**config.mk**
```make
export PLATFORM = sky130hd
export DESIGN_NAME = spmv_operand_packer_flat
export DESIGN_NICKNAME = d
export VERILOG_FILES = /design/src/rtl/spmv_operand_packer_pkg.sv /design/src/rtl/spmv_operand_packer_if.sv /design/src/rtl/spmv_vec_buffer.sv /design/src/rtl/spmv_operand_packer.sv /design/src/flat_wrapper.sv
export SDC_FILE = /design/constraint.sdc
export NUM_CORES = 1
export LEC_CHECK = 0
export ABC_AREA = 1
export CAP_MARGIN = 20
export CORE_MARGIN = 4
export CORE_UTILIZATION = 52
export CTS_BUF_LIST = sky130_fd_sc_hd__clkbuf_16
export DETAILED_ROUTE_END_ITERATION = 10
export GPL_ROUTABILITY_DRIVEN = 0
export GPL_TIMING_DRIVEN = 0
export PLACE_DENSITY = 0.76
export SYNTH_ARGS = -nofsm -noshare
export SYNTH_HDL_FRONTEND = slang
export SYNTH_SLANG_ARGS = --single-unit
```
**constraint.sdc**
```tcl
create_clock -name clk -period 2.3 [get_ports clk]
set_input_delay 0.46 -clock clk [delete_from_list [all_inputs] [get_ports clk]]
set_output_delay 0.46 -clock clk [all_outputs]
set_load 0.01 [all_outputs]
```
**src/rtl/spmv_operand_packer_pkg.sv**
```systemverilog
// Shared definitions for the SpMV operand packer and the level-1 decode.
package spmv_operand_packer_pkg;

  typedef enum logic [1:0] {
    ST_IDLE  = 2'd0,
    ST_PACK  = 2'd1,
    ST_DRAIN = 2'd2
  } state_e;

  localparam int unsigned LANE_W = 8;

  // Lane i of a k-lane group occupies [LANE_W*k-1-LANE_W*i -: LANE_W]; lane 0 is the MSB lane.
  function automatic int unsigned lane_lsb(input int unsigned k, input int unsigned lane);
    return LANE_W * (k - 1 - lane);
  endfunction

endpackage

```
**src/rtl/spmv_operand_packer_if.sv**
```systemverilog
// Element stream in, packed operand group out.
interface spmv_operand_packer_if #(
  parameter int unsigned k     = 4,
  parameter int unsigned COL_W = 4
);
  logic                                           nz_valid;
  logic                                           nz_ready;
  logic [spmv_operand_packer_pkg::LANE_W-1:0]     nz_val;
  logic [COL_W-1:0]                               nz_col;
  logic                                           nz_row_end;
  logic                                           nz_last;

  logic                                           grp_valid;
  logic                                           grp_ready;
  logic [spmv_operand_packer_pkg::LANE_W*k-1:0]   matrix_in;
  logic [spmv_operand_packer_pkg::LANE_W*k-1:0]   vector_in;
  logic [k-1:0]                                   IPV;

  // Producer of elements / consumer of groups.
  modport master (
    output nz_valid, nz_val, nz_col, nz_row_end, nz_last,
    input  nz_ready,
    input  grp_valid, matrix_in, vector_in, IPV,
    output grp_ready
  );

  // The packer itself.
  modport slave (
    input  nz_valid, nz_val, nz_col, nz_row_end, nz_last,
    output nz_ready,
    output grp_valid, matrix_in, vector_in, IPV,
    input  grp_ready
  );
endinterface

```
**src/rtl/spmv_vec_buffer.sv**
```systemverilog
// Dense vector store: synchronous write, combinational read, out-of-range reads return 0 with a flag.
module spmv_vec_buffer #(
  parameter int unsigned DEPTH  = 16,
  parameter int unsigned ADDR_W = 4,
  parameter int unsigned DATA_W = 8
) (
  input  logic              clk,
  input  logic              rst,
  input  logic              i_we,
  input  logic [ADDR_W-1:0] i_waddr,
  input  logic [DATA_W-1:0] i_wdata,
  input  logic [ADDR_W-1:0] i_raddr,
  output logic [DATA_W-1:0] o_rdata,
  output logic              o_oor
);
  localparam int unsigned IDX_W = (DEPTH > 1) ? $clog2(DEPTH) : 1;

  logic [DATA_W-1:0] r_mem [DEPTH];
  logic              w_wr_oor;
  logic [IDX_W-1:0]  w_widx;
  logic [IDX_W-1:0]  w_ridx;

  // Address range decode and combinational read.
  always_comb begin
    w_wr_oor = (32'(i_waddr) >= DEPTH);
    o_oor    = (32'(i_raddr) >= DEPTH);
    w_widx   = IDX_W'(i_waddr);
    w_ridx   = IDX_W'(i_raddr);
    o_rdata  = o_oor ? '0 : r_mem[w_ridx];
  end

  // Register file write; reset clears every entry.
  always_ff @(posedge clk) begin
    if (rst) begin
      for (int unsigned i = 0; i < DEPTH; i++) begin
        r_mem[i] <= '0;
      end
    end else if (i_we && !w_wr_oor) begin
      r_mem[w_widx] <= i_wdata;
    end
  end
endmodule

```
**src/rtl/spmv_operand_packer.sv**
```systemverilog
// Gathers vector operands for compressed nonzeros and packs k lanes per output group.
module spmv_operand_packer
  import spmv_operand_packer_pkg::*;
#(
  parameter int unsigned k         = 4,
  parameter int unsigned VEC_DEPTH = 16,
  parameter int unsigned COL_W     = 4
) (
  input  logic                  clk,
  input  logic                  rst,
  input  logic                  start,
  input  logic                  vec_wr_en,
  input  logic [COL_W-1:0]      vec_wr_addr,
  input  logic [LANE_W-1:0]     vec_wr_data,
  spmv_operand_packer_if.slave  bus,
  output logic                  done,
  output logic                  col_err
);
  localparam int unsigned CNT_W = (k > 1) ? $clog2(k) : 1;
  localparam int unsigned GRP_W = LANE_W * k;

  state_e             r_state;
  logic [CNT_W-1:0]   r_cnt;
  logic [LANE_W-1:0]  r_pk_val [k];
  logic [LANE_W-1:0]  r_pk_vec [k];
  logic [k-1:0]       r_pk_flag;
  logic [GRP_W-1:0]   r_mat;
  logic [GRP_W-1:0]   r_vec;
  logic [k-1:0]       r_ipv;
  logic               r_grp_valid;
  logic               r_done;
  logic               r_col_err;

  logic               w_vbuf_we;
  logic [LANE_W-1:0]  w_rd_data;
  logic               w_rd_oor;
  logic               w_slot_free;
  logic               w_closing;
  logic               w_ready;
  logic               w_accept;
  logic               w_close;
  logic               w_flag;
  logic [GRP_W-1:0]   w_grp_mat;
  logic [GRP_W-1:0]   w_grp_vec;
  logic [k-1:0]       w_grp_ipv;

  assign w_vbuf_we = vec_wr_en && (r_state == ST_IDLE);

  spmv_vec_buffer #(
    .DEPTH  (VEC_DEPTH),
    .ADDR_W (COL_W),
    .DATA_W (LANE_W)
  ) u_vbuf (
    .clk     (clk),
    .rst     (rst),
    .i_we    (w_vbuf_we),
    .i_waddr (vec_wr_addr),
    .i_wdata (vec_wr_data),
    .i_raddr (bus.nz_col),
    .o_rdata (w_rd_data),
    .o_oor   (w_rd_oor)
  );

  // Handshake decode and assembly of the group that would close on this edge.
  always_comb begin
    w_slot_free = !r_grp_valid || bus.grp_ready;
    w_closing   = (r_cnt == CNT_W'(k - 1)) || bus.nz_last;
    // An element that closes a group (full lane or nz_last) is only taken when the
    // output register can load it, so a short final group never overwrites a pending one.
    w_ready     = (r_state == ST_PACK) && (w_slot_free || !w_closing);
    w_accept    = bus.nz_valid && w_ready;
    w_close     = w_accept && w_closing;
    w_flag      = bus.nz_row_end || bus.nz_last;
    w_grp_mat   = '0;
    w_grp_vec   = '0;
    w_grp_ipv   = '0;
    // Lanes above r_cnt are still zero in the pack buffer, which yields the padding.
    for (int unsigned i = 0; i < k; i++) begin
      if (r_cnt == CNT_W'(i)) begin
        w_grp_mat[lane_lsb(k, i) +: LANE_W] = bus.nz_val;
        w_grp_vec[lane_lsb(k, i) +: LANE_W] = w_rd_data;
        w_grp_ipv[k-1-i]                    = w_flag;
      end else begin
        w_grp_mat[lane_lsb(k, i) +: LANE_W] = r_pk_val[i];
        w_grp_vec[lane_lsb(k, i) +: LANE_W] = r_pk_vec[i];
        w_grp_ipv[k-1-i]                    = r_pk_flag[i];
      end
    end
  end

  // FSM, pack buffer and registered output group.
  always_ff @(posedge clk) begin
    if (rst) begin
      r_state     <= ST_IDLE;
      r_cnt       <= '0;
      r_pk_flag   <= '0;
      r_mat       <= '0;
      r_vec       <= '0;
      r_ipv       <= '0;
      r_grp_valid <= 1'b0;
      r_done      <= 1'b0;
      r_col_err   <= 1'b0;
      for (int unsigned i = 0; i < k; i++) begin
        r_pk_val[i] <= '0;
        r_pk_vec[i] <= '0;
      end
    end else begin
      r_done <= 1'b0;

      case (r_state)
        ST_IDLE: begin
          if (start) begin
            r_state   <= ST_PACK;
            r_col_err <= 1'b0;
            r_cnt     <= '0;
          end
        end
        ST_PACK: begin
          if (w_accept && bus.nz_last) begin
            r_state <= ST_DRAIN;
          end
        end
        ST_DRAIN: begin
          if (r_grp_valid && bus.grp_ready) begin
            r_state <= ST_IDLE;
            r_done  <= 1'b1;
          end
        end
        default: r_state <= ST_IDLE;
      endcase

      if (w_accept && w_rd_oor) begin
        r_col_err <= 1'b1;
      end

      if (w_close) begin
        r_mat       <= w_grp_mat;
        r_vec       <= w_grp_vec;
        r_ipv       <= w_grp_ipv;
        r_grp_valid <= 1'b1;
      end else if (r_grp_valid && bus.grp_ready) begin
        r_mat       <= '0;
        r_vec       <= '0;
        r_ipv       <= '0;
        r_grp_valid <= 1'b0;
      end

      if (w_close) begin
        r_cnt     <= '0;
        r_pk_flag <= '0;
        for (int unsigned i = 0; i < k; i++) begin
          r_pk_val[i] <= '0;
          r_pk_vec[i] <= '0;
        end
      end else if (w_accept) begin
        r_cnt <= r_cnt + 1'b1;
        for (int unsigned i = 0; i < k; i++) begin
          if (r_cnt == CNT_W'(i)) begin
            r_pk_val[i]  <= bus.nz_val;
            r_pk_vec[i]  <= w_rd_data;
            r_pk_flag[i] <= w_flag;
          end
        end
      end
    end
  end

  assign bus.nz_ready  = w_ready;
  assign bus.grp_valid = r_grp_valid;
  assign bus.matrix_in = r_mat;
  assign bus.vector_in = r_vec;
  assign bus.IPV       = r_ipv;
  assign done          = r_done;
  assign col_err       = r_col_err;
endmodule
```
**src/flat_wrapper.sv**
```systemverilog
// flat-port wrapper written by rule: the top's interface ports become plain ports
module spmv_operand_packer_flat import spmv_operand_packer_pkg::*;
#(
  parameter int unsigned k         = 4,
  parameter int unsigned VEC_DEPTH = 16,
  parameter int unsigned COL_W     = 4
)
  (clk, rst, start, vec_wr_en, vec_wr_addr, vec_wr_data, done, col_err, bus_nz_valid, bus_nz_val, bus_nz_col, bus_nz_row_end, bus_nz_last, bus_nz_ready, bus_grp_valid, bus_matrix_in, bus_vector_in, bus_IPV, bus_grp_ready);
  spmv_operand_packer_if #(.k(k), .COL_W(COL_W)) bus_i ();
  input  logic clk;
  input  logic rst;
  input  logic start;
  input  logic vec_wr_en;
  input  logic [COL_W-1:0] vec_wr_addr;
  input  logic [LANE_W-1:0] vec_wr_data;
  output logic done;
  output logic col_err;
  input wire logic [$bits(bus_i.nz_valid)-1:0] bus_nz_valid;
  input wire logic [$bits(bus_i.nz_val)-1:0] bus_nz_val;
  input wire logic [$bits(bus_i.nz_col)-1:0] bus_nz_col;
  input wire logic [$bits(bus_i.nz_row_end)-1:0] bus_nz_row_end;
  input wire logic [$bits(bus_i.nz_last)-1:0] bus_nz_last;
  output wire logic [$bits(bus_i.nz_ready)-1:0] bus_nz_ready;
  output wire logic [$bits(bus_i.grp_valid)-1:0] bus_grp_valid;
  output wire logic [$bits(bus_i.matrix_in)-1:0] bus_matrix_in;
  output wire logic [$bits(bus_i.vector_in)-1:0] bus_vector_in;
  output wire logic [$bits(bus_i.IPV)-1:0] bus_IPV;
  input wire logic [$bits(bus_i.grp_ready)-1:0] bus_grp_ready;
  assign bus_i.nz_valid = bus_nz_valid;
  assign bus_i.nz_val = bus_nz_val;
  assign bus_i.nz_col = bus_nz_col;
  assign bus_i.nz_row_end = bus_nz_row_end;
  assign bus_i.nz_last = bus_nz_last;
  assign bus_nz_ready = bus_i.nz_ready;
  assign bus_grp_valid = bus_i.grp_valid;
  assign bus_matrix_in = bus_i.matrix_in;
  assign bus_vector_in = bus_i.vector_in;
  assign bus_IPV = bus_i.IPV;
  assign bus_i.grp_ready = bus_grp_ready;
  spmv_operand_packer #(.k(k), .VEC_DEPTH(VEC_DEPTH), .COL_W(COL_W)) u_core (.clk(clk), .rst(rst), .start(start), .vec_wr_en(vec_wr_en), .vec_wr_addr(vec_wr_addr), .vec_wr_data(vec_wr_data), .bus(bus_i), .done(done), .col_err(col_err));
endmodule
```
==> results of run 1 <==
sequential cells by signal, indices dropped and copies added (netlist names):
name	flops
u_core.bus.vector_in	32
u_core.bus.matrix_in	32
u_core.r_cnt	2
u_core.r_pk_val	32
u_core.r_pk_vec	32
u_core.r_pk_flag	4
u_core.done	1
u_core.bus.grp_valid	1
u_core.r_state	2
u_core.bus.IPV	4
u_core.u_vbuf.r_mem	128
repair_timing:
| item | 4_1_cts | 5_1_grt |
|---|---|---|
| buffers inserted | 0 | 1 |
| pin swaps | 0 | 0 |
| hold endpoints to repair | 0 | 0 |
| hold buffers | 0 | 0 |
| gates cloned | 0 | 0 |
| endpoints found under the setup margin | 33 | 77 |
| gates resized for setup | 10 | 15 |
cell usage in the layout, fill, tap and decap left out, types with 5 or more instances in the layout:
| cell type | Yosys | routed |
|---|---|---|
| nand2_1 | 396 | 389 |
| o21ai_1 | 8 | 8 |
| clkinv_1 | 1 | 7 |
| nor2_1 | 217 | 216 |
| clkinv_2 | 0 | 6 |
| clkbuf_1 | 36 | 34 |
| nand3_1 | 159 | 159 |
| buf_6 | 5 | 5 |
| buf_2 | 26 | 26 |
| dfxtp_1 | 94 | 92 |
| buf_1 | 5 | 5 |
| o21ai_0 | 53 | 53 |
| conb_1 | 1 | 17 |
| nand2_2 | 1 | 6 |
| buf_4 | 6 | 7 |
| clkdlybuf4s50_1 | 0 | 97 |
| clkbuf_16 | 0 | 29 |
| inv_1 | 120 | 128 |
| edfxtp_1 | 176 | 176 |
| a21oi_1 | 72 | 72 |
cells by family (layout without fill, tap and decap cells):
logic type | after synthesis | after routing | share of synthesized area [%]
AOI/OAI and AO/OA | 138 | 138 | 5.97
buffers and inverters | 205 | 357 | 7.26
adders and majority gates | 4 | 4 | 0.414
DFF | 270 | 270 | 59.2
other | 1 | 17 | 0.0310
and+or+nand+nor | 788 | 788 | 27.1
per-stage QoR:
step	hold WS (ns)	setup TNS (ns)
2_1_floorplan	0.440	0
3_3_place_gp	0.448	-61.24
3_5_place_dp	0.454	-68.37
4_1_cts	0.224	0
5_1_grt	0.244	0
6_report	0.243	0
power breakdown:
part / switching (mW) / internal [mW]
sequential: 0.0652 / 5.36
clock: 1.84 / 2.60
combinational: 0.702 / 0.305
total: 2.61 / 8.27
worst reg2reg max path: stages, from the launching register on:
cell	delay (ns)
dfxtp_2	0.33
ha_1	0.20
buf_6	0.13
inv_8	0.07
nand2_4	0.06
nand4_4	0.10
buf_8	0.17
nand2_8	0.16
inv_4	0.13
nand3_4	0.12
buf_6	0.21
nand2_8	0.13
final cells by class:
class                           instances  area share [%]
Sequential cell                       270            49.5
Multi-Input combinational cell        947            28.7
Timing Repair Buffer                   99            6.78
Clock buffer                           29            5.01
Inverter                              126            3.33
Buffer                                 79            2.80
Tap cell                              313            2.70
Clock inverter                         24            1.24
layer usage:
metal	up-vias	part of all wire (%)
met5	-	0
met4	0	4.0
met3	98	9.9
met2	560	49
met1	4702	37
li1	4853	-
path summary, 6_finish.rpt:
path              cells past startpoint                  endpoint  slack (ns)
setup reg to reg                     11     u_core.r_pk_vec[0][2]        0.18
setup / recovery                     10     u_core.r_pk_vec[0][2]        0.13
hold reg to reg                       2  u_core.bus.vector_in[21]        0.46
hold / removal                        2         u_core.r_state[1]        0.24
==> summary.md, run 1 <==
| Metric | Value |
|---|---|
| Outcome | `finished clean` |
| First-pass GRT wire length | `slightly above 50 mm` |
| Seq/Total Area, Yosys | `between 50% and 60%` |
| Min setup slack post-route | `about 0.13 ns` |
| Post-synth top area cell | `edfxtp_1` |
| CP Launch Type | `input port` |
| Crit-path max FO | `10` |
| Reg clk slew, reported paths | `around 0.06 ns` |
| Vias per cell | `roughly 5.4` |
| GRT met1 Usage | `31.7%` |
| Measured slew at the worst slew-check pin | `between 0.9 and 1 ns` |
| Post-Syn Area | `12,100 um2` |
| Clock sinks | `270` |
| Total Power | `~11 mW` |
| Worst reg2reg startpoint | `u_core.r_cnt[0]` |
| Post-synth EDFFs | `between 150 and 200` |
| Gr busiest metal | `met2` |
| Clock Tree Buf Depth | `3` |
| Yosys warns | `0` |
| Multi-input gate area | `between 4000 and 5000 um2` |
| Unrepaired setup endpoints after global routing | `false` |
| Most frequent cell after synthesis | `nand2_1` |
| Worst Skew | `~0.0090 ns` |
| Core outline area | `22,800 um2` |
| Vias in the first global route | `9,746` |
| Antenna diode count | `0` |
| # IOs | `around 100` |
| Met3 usage | `about 4%` |
| Filler instances | `around 1,900` |
| Asr flop ratio synth | `0%` |
| Pwr dens | `750 nW/um2` |
| Crit end category | `flip-flop` |
| Rel. slew slack | `34.8%` |
| Total grt overflow | `0` |
| Worst Setup SP | `bus_nz_col[0]` |
| CP max stage delay | `roughly 0.51 ns` |
| Placed instance area | `between 10,000 and 15,000 um2` |
| Buffers on Ports | `98` |
| Final setup fails | `0` |
| Die H | `161 um` |
| Detailed-route via count | `~10,000` |
| Row count | `55` |
| Layout area overhead | `19.8%` |
| Register area | `7170 um2` |
| Seq cells post-synth | `270` |
| Post-Layout Inst Area | `about 14,000 um2` |
| First drt pass iteration count | `5` |
| Crit path required time | `between 2 and 3 ns` |
| Peak supply drop | `0.632 mV` |
| Fmax | `roughly 0.46 GHz` |
| GRT Overall Usage | `25.3%` |
| Clk_lat worst skew | `0.54 ns` |
| Post-Place Cells | `1,833` |
| DR WL/cell | `about 18 um` |
| CP cell instances | `clkdlybuf4s50_1 > buf_2 > buf_4 > nand2_1 > nand3_1 > nand3_1 > nand3_1 > nand2_1 > inv_1 > nor2_1` |
| Critical path class | `in2reg` |
| Worst hold path class | `in2reg` |
| Placed wire-length estimate | `23.9 mm` |
| Leakage power | `5.99 nW` |
| CP top delay family | `buffers and inverters` |
| Final hold vios | `0` |
| Post-layout minimum cycle time | `approximately 2.2 ns` |
| Fin crit share | `a little over nine tenths` |
| TritonCTS clock tree | `yes` |
| Slowest-stage cell, CP | `clkdlybuf4s50_1` |
| Routed Antenna Nets | `0` |
| Synth cell count leaders | `nand2_1 (396), nor2_1 (217), edfxtp_1 (176), nand3_1 (159), inv_1 (120)` |
| Post-layout util | `63.6%` |
| MaxCap Viol Count | `0` |
| DRC errors left | `0` |
| DR iter-0 viols | `1,173` |
| Critical path's most frequent cell | `nand3_1` |
| Worst EP arrival | `between 2 and 2.5 ns` |
| Synth top area cells | `edfxtp_1 (44%), dfxtp_1 (16%), nand2_1 (12%)` |
| Top-area cell type share of the netlist area | `between 40% and 50%` |
| Final nets | `1,588` |
| Initial Util | `between 50% and 60%` |
| Syn Inst Count | `around 1,400` |
| Hold Startpoint | `rst` |
| Largest net degree at the start of global routing | `25` |
| Total CTS buffers | `29` |
| Post-synth cell types | `34` |
| Die area | `25,800 um2` |
| Synth Flop Type | `edfxtp_1` |
| Root Driver | `clkbuf_16` |
| Pre-CTS setup slack | `-0.708 ns` |
| WL final | `roughly 33 mm` |
| Number of buffers and inverters on the critical path | `4` |
| Syn avg cell area | `approximately 8.6 um2` |
| Antenna violations before repair | `0` |
| Final Max Tran Viols | `0` |
| Chip width | `161 um` |
| Layout Cells excl Fill | `between 1,500 and 2,000` |
| Layout cells sized above 1 | `under 10%` |
| H-tree depth | `1` |
| M2 GR Usage | `43.7%` |
(Power assumes the default switching activity.)
==> run 2: changes to the inputs <==
Settings changed: CAP_MARGIN 20 to 5, CORE_UTILIZATION 52 to 54, CTS_BUF_LIST sky130_fd_sc_hd__clkbuf_16 to sky130_fd_sc_hd__clkbuf_4, HOLD_SLACK_MARGIN set to 0.03, PLACE_DENSITY 0.76 to 0.78.
==> run 2 against run 1 <==
Hold slack worse by 0.18 ns; first-iteration DRC count is 11% lower; combinational power hardly changed; die area is 3.5% lower; non-clock buffer count is 3 higher; routed wire length is 3.8% higher; clock skew is 0.032 ns higher; worst setup slack worse by 0.054 ns; sequential cell count stayed put; final cell count is 2.0% higher; sequential power hardly changed; critical path type is now reg2out; highest routed layer unchanged.
==> summary.md, run 2 (same netlist as run 1, synthesis figures left out) <==
| Metric | Value |
|---|---|
| Outcome | `finished clean (unchanged)` |
| Root Driver | `clkbuf_4 (was clkbuf_16)` |
| # IOs | `104 (unchanged)` |
| Worst hold path class | `in2reg (unchanged)` |
| Fmax | `0.449 GHz (was 0.460 GHz)` |
| First drt pass iteration count | `6 (was 5)` |
| Hold Startpoint | `rst (unchanged)` |
| Post-layout minimum cycle time | `2.23 ns (was 2.17 ns)` |
| Filler instances | `1,799 (was 1,905)` |
| Row count | `54 (was 55)` |
| First-pass GRT wire length | `52.3 mm (was 51.7 mm)` |
| Reg clk slew, reported paths | `0.07 ns (was 0.06 ns)` |
| Multi-input gate area | `4200 um2 (was 4160 um2)` |
| Crit end category | `output port (was flip-flop)` |
| Total CTS buffers | `71 (was 29)` |
| Antenna violations before repair | `1 (was 0)` |
| Die area | `24,900 um2 (was 25,800 um2)` |
| Placed wire-length estimate | `24.2 mm (was 23.9 mm)` |
| Most common cell after layout, fill and taps aside | `nand2_1 (unchanged)` |
| Clock sinks | `270 (unchanged)` |
| Total Power | `10.8 mW (was 10.9 mW)` |
| Post-Place Cells | `1,800 (was 1,833)` |
| Vias per cell | `5.55 (was 5.41)` |
| Clock share of power | `40.4% (was 40.9%)` |
| Clock Tree Buf Depth | `3 (unchanged)` |
| MaxCap Viol Count | `0 (unchanged)` |
| Worst reg-to-reg path cell count | `5 (was 11)` |
| Clk_lat worst skew | `0.71 ns (was 0.54 ns)` |
| CP Launch Type | `flip-flop (was input port)` |
| Reg-to-Reg End | `u_core.u_vbuf.r_mem[12][6] (was u_core.r_pk_vec[0][2])` |
| Int Power | `8.03 mW (was 8.27 mW)` |
| Rel. slew slack | `35.0% (was 34.8%)` |
| Detailed-route via count | `10,700 (was 10,200)` |
| Post-layout util | `66.2% (was 63.6%)` |
| Final nets | `1,633 (was 1,588)` |
| H-tree depth | `3 (was 1)` |
| DR WL/cell | `18.0 um (was 17.6 um)` |
| DRC errors left | `0 (unchanged)` |
| Core outline area | `22,000 um2 (was 22,800 um2)` |
| Total grt overflow | `0 (unchanged)` |
| Hold endpoint | `u_core.r_state[1] (unchanged)` |
| Min setup slack post-route | `0.0740 ns (was 0.128 ns)` |
| Final setup fails | `0 (unchanged)` |
| Measured slew at the worst slew-check pin | `0.975 ns (was 0.978 ns)` |
| Worst Skew | `0.0411 ns (was 0.00904 ns)` |
| Initial Util | `55.1% (was 53.1%)` |
| Register area | `7170 um2 (about the same)` |
| Switching share of power | `25.7% (was 24.0%)` |
| Layout area overhead | `20.2% (was 19.8%)` |
| Top reg by flops | `u_core.u_vbuf.r_mem (unchanged)` |
| Worst reg2reg startpoint | `u_core.r_state[1] (was u_core.r_cnt[0])` |
| Commonest cells after routing, fill and taps aside | `nand2_1 (387), nor2_1 (217), edfxtp_1 (176) (was nand2_1 (389), nor2_1 (216), edfxtp_1 (176))` |
| Switching pwr | `2.78 mW (was 2.61 mW)` |
| WL final | `34.6 mm (was 33.3 mm)` |
| Layout Cells excl Fill | `1,925 (was 1,887)` |
| Final Max Tran Viols | `0 (unchanged)` |
| Peak supply drop | `0.438 mV (was 0.632 mV)` |
| Chip width | `158 um (was 161 um)` |
| Die H | `158 um (was 161 um)` |
| Leakage power | `6.08 nW (was 5.99 nW)` |
| Crit-path max FO | `4 (was 10)` |
| Routed Antenna Nets | `0 (unchanged)` |
| R2r setup slk | `0.11 ns (was 0.18 ns)` |
| Fin crit share | `96.8% (was 94.4%)` |
| Hold buffers post-CTS | `0 (unchanged)` |
| Buffers on Ports | `98 (unchanged)` |
| GRT Overall Usage | `27.3% (was 25.3%)` |
| Seq pwr share | `50.2% (was 49.9%)` |
| Layout cells sized above 1 | `11.3% (was 6.99%)` |
| Worst EP arrival | `1.77 ns (was 2.46 ns)` |
| Vias in the first global route | `10,100 (was 9,746)` |
| Final hold vios | `0 (unchanged)` |
| Worst hold path depth | `2 (unchanged)` |
| Pwr dens | `744 nW/um2 (was 750 nW/um2)` |
| DR iter-0 viols | `1,045 (was 1,173)` |
| Gate power share | `9.5% (was 9.3%)` |
| Largest net degree at the start of global routing | `25 (unchanged)` |
| Pre-CTS setup slack | `-0.741 ns (was -0.708 ns)` |
| Crit path required time | `1.84 ns (was 2.59 ns)` |
| Max reg flops | `128 (unchanged)` |
| TritonCTS clock tree | `yes (unchanged)` |
| Critical path class | `reg2out (was in2reg)` |
[run 2: worst max-delay path, stage by stage, from the launching register on]
cell	delay, ns
dfxtp_4	0.37
ha_4	0.13
buf_6	0.11
clkinv_8	0.06
nand2_8	0.06
nand3_4	0.07
and2_4	0.16
buf_6	0.11
[run 2: through the flow]
step | hold WS [ns] | TNS [ns] | instance area [um2]
after floorplan | 0.440 | 0 | 12200
after global placement | 0.448 | -65.32 | 13500
after detailed placement | 0.455 | -72.54 | 13500
after CTS | 0.0530 | 0 | 14500
after global routing | 0.0583 | -0.00240 | 14500
final | 0.0671 | 0 | 14500
[run 2: worst max-delay path by stage]
stage | start | slack, ns | to | cells past startpoint
2_1_floorplan | u_core.r_cnt[0] | 0.06 | u_core.r_pk_val[0][0] | 11
3_3_place_gp | bus_grp_ready | -0.74 | u_core.r_pk_vec[1][2] | 9
3_5_place_dp | bus_grp_ready | -0.74 | u_core.r_pk_vec[1][5] | 9
4_1_cts | u_core.r_cnt[0] | 0.003 | bus_nz_ready | 7
5_1_grt | u_core.r_state[1] | -0.0009 | u_core.u_vbuf.r_mem[10][0] | 5
6_report | u_core.r_cnt[0] | 0.07 | bus_nz_ready | 7
[run 2: area by class of cell]
type                    count  share of cell area [%]
diodes                      1                  0.0172
repair buffers            102                    6.96
inverters                 126                    3.34
multi-input cells         947                    28.8
flip-flops and latches    270                    49.3
clock inverters            18                    1.06
clock buffers             102                    5.26
plain buffers              79                    2.78
well taps                 280                    2.41
[run 2: routing by layer]
metal  vias up  track usage, %  part of all wire (%)
met5         -               0                     0
met4         0            13.2                   4.8
met3       151            7.19                    10
met2       652            45.6                    48
met1      4906            33.0                    37
li1       4974               -                     -
[run 2: repair_timing]
item	in CTS	in global routing
resized for setup	13	19
setup endpoints to repair	33	79
setup buffers	2	2
endpoints found under the hold margin	0	0
[run 2: power groups by stage]
| stage | clock, mW | sequential [mW] | combinational, mW |
|---|---|---|---|
| floorplan | 0 | 5.52 | 0.584 |
| global placement | 0 | 5.52 | 0.956 |
| detailed placement | 0 | 5.53 | 0.976 |
| CTS | 4.38 | 5.42 | 0.988 |
| global route | 4.64 | 5.44 | 1.10 |
| finish | 4.37 | 5.42 | 1.02 |
